[config.mk]
export PLATFORM = sky130hd
export DESIGN_NAME = out_port_rr_alloc
export DESIGN_NICKNAME = d
export VERILOG_FILES = /design/src/rtl/out_port_rr_alloc_pkg.sv /design/src/rtl/out_port_rr_alloc_fpa.sv /design/src/rtl/out_port_rr_alloc.sv
export SDC_FILE = /design/constraint.sdc
export NUM_CORES = 1
export LEC_CHECK = 0
export BUFFER_PORTS_ARGS = -buffer_cell sky130_fd_sc_hd__clkbuf_2
export CAP_MARGIN = 20
export CORE_MARGIN = 2
export CORE_UTILIZATION = 45
export CTS_CLUSTER_SIZE = 12
export DETAILED_ROUTE_END_ITERATION = 16
export PLACE_DENSITY = 0.71
export SLEW_MARGIN = 10
export SYNTH_ARGS = -nofsm -noshare
export SYNTH_HDL_FRONTEND = slang
export SYNTH_SLANG_ARGS = --single-unit
export TNS_END_PERCENT = 20
[constraint.sdc]
create_clock -name clk -period 3.2 [get_ports clk]
set_input_delay 0.16 -clock clk [delete_from_list [all_inputs] [get_ports clk]]
set_output_delay 0.16 -clock clk [all_outputs]
set_load 0.03 [all_outputs]
[src/rtl/out_port_rr_alloc_pkg.sv]
`default_nettype none
// ============================================================================
// out_port_rr_alloc_pkg : shared types and helpers for the output-port allocator
// Revision: 1.0
// ============================================================================
package out_port_rr_alloc_pkg;

  typedef enum logic [0:0] {
    IDLE   = 1'b0,
    LOCKED = 1'b1
  } state_t;

  localparam int OH_MAX_W = 32;

  function automatic int clog2(input int n);
    int r;
    r = 0;
    for (int i = 0; i < 31; i++) begin
      if ((1 << r) < n) r = r + 1;
    end
    return (r == 0) ? 1 : r;
  endfunction

  // Encodes a one-hot (or zero) vector; zero input yields index 0.
  function automatic logic [OH_MAX_W-1:0] onehot_to_bin(input logic [OH_MAX_W-1:0] oh);
    logic [OH_MAX_W-1:0] bin;
    bin = '0;
    for (int i = 0; i < OH_MAX_W; i++) begin
      if (oh[i]) bin = bin | OH_MAX_W'(i);
    end
    return bin;
  endfunction

endpackage
`default_nettype wire

[src/rtl/out_port_rr_alloc_fpa.sv]
`default_nettype none
// ============================================================================
// FPA_X_IN : fixed-priority first-one detector, lowest index wins
// Revision: 1.0
// ============================================================================
module FPA_X_IN #(
  parameter int IO_SIZE = 5
) (
  input  logic [IO_SIZE-1:0] req,
  output logic [IO_SIZE-1:0] gnt
);

  logic [IO_SIZE-1:0] lower_any;

  assign lower_any[0] = 1'b0;

  // lower_any[i] is set when any bit below i requests (prefix OR).
  for (genvar i = 1; i < IO_SIZE; i++) begin : g_prefix
    assign lower_any[i] = lower_any[i-1] | req[i-1];
  end

  assign gnt = req & ~lower_any;

endmodule
`default_nettype wire

[src/rtl/out_port_rr_alloc.sv]
`default_nettype none
// ============================================================================
// out_port_rr_alloc : round-robin output-port allocator with packet locking
// Revision: 1.0
// ============================================================================
module out_port_rr_alloc
  import out_port_rr_alloc_pkg::*;
#(
  parameter int NUM_PORTS = 5,
  parameter int ID_W      = clog2(NUM_PORTS)
) (
  input  logic                 clk,
  input  logic                 rst_n,
  input  logic [NUM_PORTS-1:0] req_i,
  input  logic [NUM_PORTS-1:0] tail_i,
  input  logic                 avail_i,
  output logic [NUM_PORTS-1:0] grant_o,
  output logic [ID_W-1:0]      grant_id_o,
  output logic                 locked_o
);

  state_t              state, state_nxt;
  logic [ID_W-1:0]     owner, owner_nxt;
  logic [ID_W-1:0]     ptr, ptr_nxt;
  logic [NUM_PORTS-1:0] mask_hi, masked, fpa_in, candidate, owner_oh, grant;
  logic [ID_W-1:0]     grant_id;
  logic                fire, tail_w;

  for (genvar i = 0; i < NUM_PORTS; i++) begin : g_mask
    assign mask_hi[i] = (ID_W'(i) > ptr);
  end

  assign masked = req_i & mask_hi;
  assign fpa_in = (|masked) ? masked : req_i;

  FPA_X_IN #(
    .IO_SIZE (NUM_PORTS)
  ) u_fpa (
    .req (fpa_in),
    .gnt (candidate)
  );

  assign owner_oh = {{(NUM_PORTS-1){1'b0}}, 1'b1} << owner;

  always_comb begin
    grant = '0;
    if (rst_n) begin
      if (state == LOCKED) begin
        if (avail_i && |(req_i & owner_oh)) grant = owner_oh;
      end else if (avail_i) begin
        grant = candidate;
      end
    end
  end

  assign grant_id   = ID_W'(onehot_to_bin(OH_MAX_W'(grant)));
  assign fire       = |grant;
  assign tail_w     = |(tail_i & grant);
  assign grant_o    = grant;
  assign grant_id_o = grant_id;
  assign locked_o   = (state == LOCKED);

  always_comb begin
    state_nxt = state;
    owner_nxt = owner;
    ptr_nxt   = ptr;
    if (fire) begin
      if (state == LOCKED) begin
        if (tail_w) begin
          state_nxt = IDLE;
          ptr_nxt   = owner;
        end
      end else if (tail_w) begin
        ptr_nxt = grant_id;
      end else begin
        state_nxt = LOCKED;
        owner_nxt = grant_id;
      end
    end
  end

  always_ff @(posedge clk or negedge rst_n) begin
    if (!rst_n) begin
      state <= IDLE;
      owner <= '0;
      ptr   <= ID_W'(NUM_PORTS - 1);
    end else begin
      state <= state_nxt;
      owner <= owner_nxt;
      ptr   <= ptr_nxt;
    end
  end

endmodule
`default_nettype wire

==> run metrics, run 1 <==
die area=1980 um^2; Seq/Total Area, Yosys=23.9%; Post-synth ARST share=100%; clk_skew=3.86 ps; Post CTS Setup Buffer Count=0; Synthesized Nets=101; RSZ-0062 raised after global routing=no; top_reg_cell synth=dfrtp_1; clock sinks=7; Tot Pwr=0.588 mW; Max Fanout on Critical Path=9; Post-Route WL=1800 um; Reg clk slew, reported paths=50 ps; gr ovfl total=0; RePlAce Congestion=0.869; worst vdd ir=0.000399 V; Cell variety after synth=43; CTS Buffer Depth=2; initial antenna violation count=0; Area Growth Syn to Fin=19.5%; outcome=complete, no violations; Synth warnings=0; most frequent cells in the layout=clkbuf_2, nand2_1, dfrtp_1; fillcell total=141; max cap viols=0; die height=44.5 um; Post-Synth XOR/XNOR Area=0%; Tmin final=2500 ps; Final Setup Violations=0; clk_lat worst skew=240 ps; Slew Viols, Final=0; crit start category=input port; core area=1520 um^2; synthesized-area fraction occupied by adder cells=0%; Pwr Density=667 nW/um^2; chip width=44.5 um; DRC errors left=0; Via Count=776; largest family of logic cells by synthesized area=compound AO/OA/AOI/OAI gates; Syn Inst Count=88; total CTS buffers=3; Compound-Gate Fraction of Synth Area=36.5%; Netlist Area Pre-Place=737 um^2; Hold WC Path Type=input port to flop; initial core utilization=48.4%; GRT Total Usage=21.2%; DRT Pass-1 Iters=4; crit share post-route=78.2%; Via density=6.11; Slew headroom=73.7%; Post-DP HPWL=1480 um; # rows=14; fmax=399 MHz; DRT iter0 DRCs=36; CTS tree=built; Leakage=0.420 nW; n_diodes=0; vias in the first global route=754; Simple-Gate Fraction of Synth Area=28.0%; CTS root buf=clkbuf_4; Detail Route Antenna Nets=0; synthesized area per cell=8.37 um^2; mux share of post-synthesis cell area=6.11%; Routed WL per cell=14.2 um; pin count of the biggest net entering global routing=11; Hold Fails Final Rpt=0; Final Util=57.8%; Worst Path Arrival=2620 ps; critical path class=input port to flop; I/O Buffers=21; final net count=125; Worst-Margin Slew=391 ps; Worst Setup End Kind=flop; H-tree depth=1; setup_tns=0 ps; io pins=22; layout cells sized above 1=32.4%; synthesis-stage register bit count=7; first-pass GRT wire length=3190 um; post-cts sizing count=0; most common cell after layout, fill and taps aside=clkbuf_2; WHS=193 ps; Crit path required time=3320 ps; EDFF count, synth=0
[layer usage]
layer  vias to the layer above  global-route usage, %  wire length (um)  part of all wire, %
met1                       374                   26.1               770                   43
met5                         -                      0                 0                    0
met4                         0                   9.09                 8                 0.44
li1                        381                      -                 -                    -
met3                         2                   2.45                70                  3.9
met2                        19                   36.8               950                   53
[power by group]
part           internal (mW)  leakage, nW  switching (mW)  total, mW
combinational          0.140        0.317           0.182      0.321
clock                 0.0472       0.0150          0.0270     0.0742
sequential             0.127       0.0873          0.0649      0.192
total                  0.314        0.420           0.274      0.588
[sequential cells by signal, summed over array words and instances, names as in the netlist]
name,flops
locked_o,1
ptr,3
owner,3
[worst paths after layout]
check | from | cells past startpoint | slack, ps | endpoint
max | rst_n | 10 | 700 | ptr[0]
min | tail_i[4] | 2 | 190 | ptr[2]
max reg2reg | owner[0] | 8 | 810 | ptr[0]
min reg2reg | owner[1] | 1 | 570 | owner[1]
max in group asynchronous | rst_n | 2 | 2680 | ptr[2]
min in group asynchronous | rst_n | 2 | 290 | ptr[1]
[critical path, cell delays in order]
cell and delay [ps]:
dlygate4sd3_1 530, clkbuf_2 190, and3b_1 240, a32o_1 250, o31a_1 130, o31ai_4 70
inv_2 80, a221oi_2 370, and2b_1 250, mux2_2 350
[Yosys cell counts (all sizes together) (2+ instances only)]
library cell / number / area share, %
dfrtp: 6 / 20
and3: 2 / 2.4
o31ai: 3 / 4.9
o31a: 2 / 2.4
mux2: 4 / 6.1
o22ai: 4 / 3.4
a21oi: 3 / 2.0
inv: 6 / 3.1
nand4: 3 / 2.5
buf: 3 / 2.4
a21o: 3 / 3.1
nand2: 7 / 3.6
and3b: 2 / 2.4
nor2b: 4 / 3.4
o21ai: 7 / 5.3
nor2: 5 / 2.5
nand3: 2 / 1.4
nand2b: 2 / 1.7
o22a: 2 / 2.4
a22o: 2 / 2.4
[cell type report]
class	instances	area, um^2	area share [%]
Clock buffer	4	26.3	2.98
Inverter	6	22.5	2.56
Multi-Input combinational cell	72	520	59.1
Sequential cell	7	176	20.0
Tap cell	16	20.0	2.27
Timing Repair Buffer	22	115	13.1
[stage by stage]
step | cells | instance area, um^2 | setup WS (ps)
floorplan | 88 | 737 | 703
global placement | 122 | 845 | 845
detailed placement | 122 | 845 | 829
CTS | 127 | 881 | 708
global route | 127 | 881 | 607
finish | 127 | 881 | 696
[repair_timing]
item	4_1_cts	5_1_grt
hold endpoints to repair	7	0
setup endpoints to repair	0	0
hold buffers	1	0
[logic make-up (layout without fill, tap and decap cells)]
kind of cell    count (synthesis)  after routing
compound gates                 34             34
buf+inv                         9             32
flops                           7              7
mux                             4              4
simple gates                   34             34
Note: power is estimated with default switching activity, not from simulation.
==> run 2: changes to the inputs <==
--- a/config.mk
+++ b/config.mk
@@ -11,7 +11,7 @@
 export CORE_UTILIZATION = 45
 export CTS_CLUSTER_SIZE = 12
 export DETAILED_ROUTE_END_ITERATION = 16
-export PLACE_DENSITY = 0.71
+export PLACE_DENSITY = 0.74
 export SLEW_MARGIN = 10
 export SYNTH_ARGS = -nofsm -noshare
 export SYNTH_HDL_FRONTEND = slang
==> constraint.sdc (replaced) <==
create_clock -name clk -period 2.3 [get_ports clk]
set_input_delay 0.115 -clock clk [delete_from_list [all_inputs] [get_ports clk]]
set_output_delay 0.115 -clock clk [all_outputs]
set_load 0.03 [all_outputs]
==> run metrics, run 2 (synthesized netlist as in run 1, its figures left out) <==
RePlAce Congestion=0.852 (-2.0%); Final WS setup=-8.25 ps (-705 ps); Leakage=0.480 nW (+14%); multi-input logic area=559 um^2 (+7.5%); Worst Setup End Kind=flop; initial antenna violation count=0 (unchanged); CTS root buf=clkbuf_4; Hold Fails Final Rpt=0 (unchanged); fmax=433 MHz; gr ovfl total=0 (unchanged); io pins=22 (unchanged); Post-Route WL=2090 um (+16%); worst vdd ir=0.000628 V (+57%); Area Growth Syn to Fin=35.5%; Slew Viols, Final=0 (unchanged); GRT Total Usage=22.3% (+1.0 points); Via density=6.19 (+1.3%); crit share post-route=100%; Max Fanout on Critical Path=3 (-6); Final Setup Violations=2 (+2); fillcell total=134 (-5.0%); flop-to-flop setup slack=10 ps (-800 ps); initial core utilization=48.4% (unchanged); clk_lat worst skew=250 ps (about the same); Worst-Margin Slew=382 ps (-9.02 ps); FF-to-FF path depth=9 (+1); Reg clk slew, reported paths=50 ps (about the same); DP Area=901 um^2 (+6.7%); core area=1520 um^2 (unchanged); hold path start=tail_i[4]; die area=1980 um^2 (unchanged); DRT iter0 DRCs=23 (-36%); Slew headroom=74.3% (+0.53 points); worst r2r src=ptr[1]; max cap viols=0 (unchanged); Crit path required time=2430 ps (-890 ps); Detail Route Antenna Nets=0 (unchanged); WHS=172 ps (-20.6 ps); most common cell after layout, fill and taps aside=clkbuf_2; WHS Path Cells=2 (unchanged); chip width=44.5 um (unchanged); outcome=complete, but fails checks; first-pass GRT wire length=3260 um (+2.4%); most frequent cells in the layout=clkbuf_2, buf_4, nand2_1, inv_1, nor2_1; critical path class=input port to flop; failing checks=negative setup slack; # rows=14 (unchanged); Via Count=848 (+9.3%); Hold WC Path Type=input port to flop; CTS tree=built; RSZ-0062 raised after global routing=yes; CP Launch Point=rst_n; I/O Buffers=21 (unchanged); DRC errors left=0 (unchanged); FF/Latch Area=179 um^2 (+1.4%); DRT Pass-1 Iters=4 (unchanged); fin area=998 um^2 (+13%); Routed WL per cell=15.2 um (+7.6%); final net count=135 (+8.0%); vias in the first global route=772 (+2.4%); Post-DP HPWL=1640 um (+11%); Min-Delay Endpoint=ptr[2]; crit start category=input port; layout cells sized above 1=45.5% (+13 points); clk_skew=2.10 ps (-1.76 ps); total CTS buffers=3 (unchanged); die height=44.5 um (unchanged); CTS Buffer Depth=2 (unchanged); Worst Path Arrival=2440 ps (-180 ps); pin count of the biggest net entering global routing=9 (-2); Reg-to-Reg End=owner[0]; H-tree depth=1 (unchanged); Pwr Density=951 nW/um^2 (+43%); Tmin final=2310 ps; n_diodes=0 (unchanged); clock sinks=7 (unchanged)
-- run 2: cell count changes in the layout (fill, tap and decap cells not counted), sizes merged --
cell	change
buf	+10
clkinv	+1
clkbuf	-1
-- run 2: power breakdown --
group / internal (mW) / total (mW) / switching [mW]
combinational: 0.272 / 0.591 / 0.319
clock: 0.0633 / 0.107 / 0.0433
sequential: 0.180 / 0.252 / 0.0716
-- run 2: worst max-delay path by stage --
stage	end	slack (ps)
2_1_floorplan	ptr[0]	-0.5
3_3_place_gp	owner[2]	40
3_5_place_dp	owner[0]	20
4_1_cts	owner[0]	10
5_1_grt	owner[2]	-70
6_report	owner[0]	-8
-- run 2: cell type report --
type                       count  share of cell area [%]
multi-input combinational     72                    56.0
timing repair buffer          32                    19.0
sequential                     7                    17.9
clock buffer                   3                    2.26
inverter                       6                    2.26
tap                           16                    2.01
clock inverter                 1                   0.501
-- run 2: layer usage --
metal	vias to the layer above	track usage, %	share of wire, %	wire length, um
met5	-	0	0	0
met4	0	9.09	0.72	15
li1	407	-	-	-
met1	403	29.0	43	892
met2	36	37.1	50	1050
met3	2	2.45	6.1	127
-- run 2: metrics by stage --
stage	setup TNS [ps]	util (%)	total power, mW	setup slack [ps]	instances
after global placement	0	59.1	0.765	39.6	129
after global routing	-165	65.5	1.02	-73.4	137
after floorplan	-0.510	-	0.613	-0.510	88
final	-14.5	65.5	0.950	-8.25	137
after CTS	0	61.6	0.891	12.7	134
after detailed placement	0	59.1	0.776	20.4	129
-- run 2: timing repair --
action                     4_1_cts  5_1_grt
hold buffers                     1        0
hold endpoints to repair         7        0
buffers inserted                 0        3
setup endpoints to repair        0        6
gates resized for setup          0        8
-- run 2: worst max-delay path, stage by stage --
cell and delay [ps]:
dlygate4sd3_1 530, clkbuf_2 110, and3b_2 220, a32o_1 240, o31a_1 130, o31ai_4 70
inv_2 90, or3_4 360, o211ai_4 250, mux2_4 330
==> run 3: changes to the inputs <==
--- a/config.mk
+++ b/config.mk
@@ -8,10 +8,10 @@
 export BUFFER_PORTS_ARGS = -buffer_cell sky130_fd_sc_hd__clkbuf_2
 export CAP_MARGIN = 20
 export CORE_MARGIN = 2
-export CORE_UTILIZATION = 45
+export CORE_UTILIZATION = 44
 export CTS_CLUSTER_SIZE = 12
 export DETAILED_ROUTE_END_ITERATION = 16
-export PLACE_DENSITY = 0.74
+export PLACE_DENSITY = 0.73
 export SLEW_MARGIN = 10
 export SYNTH_ARGS = -nofsm -noshare
 export SYNTH_HDL_FRONTEND = slang
==> run metrics, run 3 (synthesized netlist as in run 1, its figures left out) <==
CTS tree=built; met2 routed WL=1030 um (-1.9%); # rows=14 (unchanged); Worst Path Arrival=2380 ps (-60 ps); worst vdd ir=0.000673 V (+7.2%); Worst-Margin Slew=356 ps (-26.0 ps); chip width=44.9 um (+1.0%); max cap viols=0 (unchanged); placed insts=130 (+0.78%); die area=2020 um^2 (+2.1%); clock sinks=7 (unchanged); highest routed layer=met4; Via Count=811 (-4.4%); die height=44.9 um (+1.0%); Sw Ratio=45.6% (about the same); Post-Place Setup Slack=23.4 ps (+3.01 ps); Slew headroom=76.1% (+1.8 points); fillcell total=137 (+2.2%); crit start category=flop; Internal=0.491 mW (-4.9%); io pins=22 (unchanged); CTS root buf=clkbuf_4; Net Sw Power=0.412 mW (-5.1%); crit share post-route=98.4% (-1.9 points); Hold WC Path Type=input port to flop; Leakage=0.461 nW (-3.9%); critical-path cell list=and4bb_1, and3_4, o31a_1, o31ai_4, inv_2, or3_4, o211ai_2, mux2_1; core area=1540 um^2 (+1.1%); Routed WL per cell=14.9 um (-2.0%); sequential share of power=28.4% (+1.9 points); RePlAce Congestion=0.909 (+6.6%); clock network power share=11.4% (+0.2 points); DRC errors left=0 (unchanged); met3 wire len=95 um (-25%); H-tree depth=1 (unchanged); layout cells sized above 1=41.2% (-4.3 points); first-pass GRT wire length=3430 um (+5.1%); Via density=6.01 (-2.9%); I/O Buffers=21 (unchanged); total CTS buffers=3 (unchanged); Detail Route Antenna Nets=0 (unchanged); pin count of the biggest net entering global routing=9 (unchanged); Final WS setup=36.4 ps (+44.7 ps); DRT Pass-1 Iters=4 (unchanged); initial antenna violation count=0 (unchanged); outcome=complete, no violations; clk_lat worst skew=240 ps (about the same); Worst Setup End Kind=flop; most common cell after layout, fill and taps aside=clkbuf_2; Max Fanout on Critical Path=3 (unchanged); Final Setup Violations=0 (-2); Post-Route WL=2020 um (-3.4%); hold path start=tail_i[4]; Metal-1 WL=880 um (-1.3%); Post-DP HPWL=1690 um (+2.9%); Worst path top cell family by delay=simple AND/OR/NAND/NOR gates; worst r2r src=owner[0]; Crit path largest cell delay=380 ps (-150 ps); clk_skew=2.22 ps (+0.114 ps); Crit path required time=2420 ps (about the same); initial core utilization=47.8% (-0.55 points); Bufs and invs on worst path=1 (-2); GRT Total Usage=22.4% (+0.15 points); n_diodes=0 (unchanged); CP max stage cell=dfrtp_1; RSZ-0062 raised after global routing=yes; setup_tns=0 ps (+14.5 ps); Slew Viols, Final=0 (unchanged); fmax=442 MHz (+2.0%); Reg clk slew, reported paths=50 ps (about the same); CP Launch Point=owner[0]; CTS Buffer Depth=2 (unchanged); Comb pwr share=60.2% (-2.1 points); DRT iter0 DRCs=29 (+26%); Post-Layout Cell Count=135 (-1.5%); vias in the first global route=760 (-1.6%); Hold Fails Final Rpt=0 (unchanged); Tmin final=2260 ps (-44.7 ps); Tot Pwr=0.902 mW (-5.0%); Area Growth Syn to Fin=29.2%; final net count=133 (-1.5%); gr ovfl total=0 (unchanged); critical path class=flop to flop; most frequent cells in the layout=clkbuf_2, buf_4, nand2_1, inv_1, nor2_1; Pwr Density=948 nW/um^2 (-0.37%)
==> run 3: cell type report <==
class,instances,area (um^2),area share (%)
inverters,6,22.5,2.37
clock buffers,3,22.5,2.37
flip-flops and latches,7,179,18.8
multi-input cells,72,528,55.5
clock inverters,1,5.00,0.526
well taps,16,20.0,2.10
repair buffers,30,175,18.4
==> run 3: power by group through the flow <==
stage / clock, mW / combinational, mW / sequential (mW)
floorplan: 0 / 0.379 / 0.234
global placement: 0 / 0.527 / 0.246
detailed placement: 0 / 0.531 / 0.250
CTS: 0.108 / 0.536 / 0.248
global route: 0.114 / 0.592 / 0.267
finish: 0.103 / 0.543 / 0.256
==> run 3: layer usage <==
| metal | track usage (%) | vias to the layer above |
|---|---|---|
| li1 | - | 404 |
| met1 | 30.8 | 375 |
| met2 | 39.1 | 30 |
| met3 | 2.40 | 2 |
| met4 | 2.35 | 0 |
| met5 | 0 | - |
==> run 3: per-stage QoR <==
step | hold slack [ps] | utilization (%) | instance area (um^2)
finish | 162 | 61.8 | 952
global route | 178 | 61.8 | 952
CTS | 163 | 61.4 | 946
detailed placement | 42.5 | 58.9 | 908
global placement | 43.3 | 58.9 | 908
floorplan | -181 | - | 743
==> run 3: worst register-to-register path, cell delays in order (launching register included) <==
cell and delay, ps:
dfrtp_1 380, and4bb_1 240, and3_4 200, o31a_1 270
o31ai_4 70, inv_2 70, or3_4 340, o211ai_2 230
mux2_1 350
==> run 3: what timing repair did <==
action / 4_1_cts / 5_1_grt
buffers inserted: 0 / 0
setup endpoints to repair: 0 / 6
gates resized for setup: 0 / 2
hold buffers: 1 / 0
endpoints found under the hold margin: 7 / 0
==> run 3: worst paths after layout <==
check	depth (start not counted)	to	slack (ps)
worst max-delay path	8	owner[0]	40
worst min-delay path	2	ptr[2]	160
worst max register to register	8	owner[0]	40
worst min register to register	2	owner[2]	600
max in group asynchronous	3	ptr[2]	1770
min in group asynchronous	3	owner[1]	330
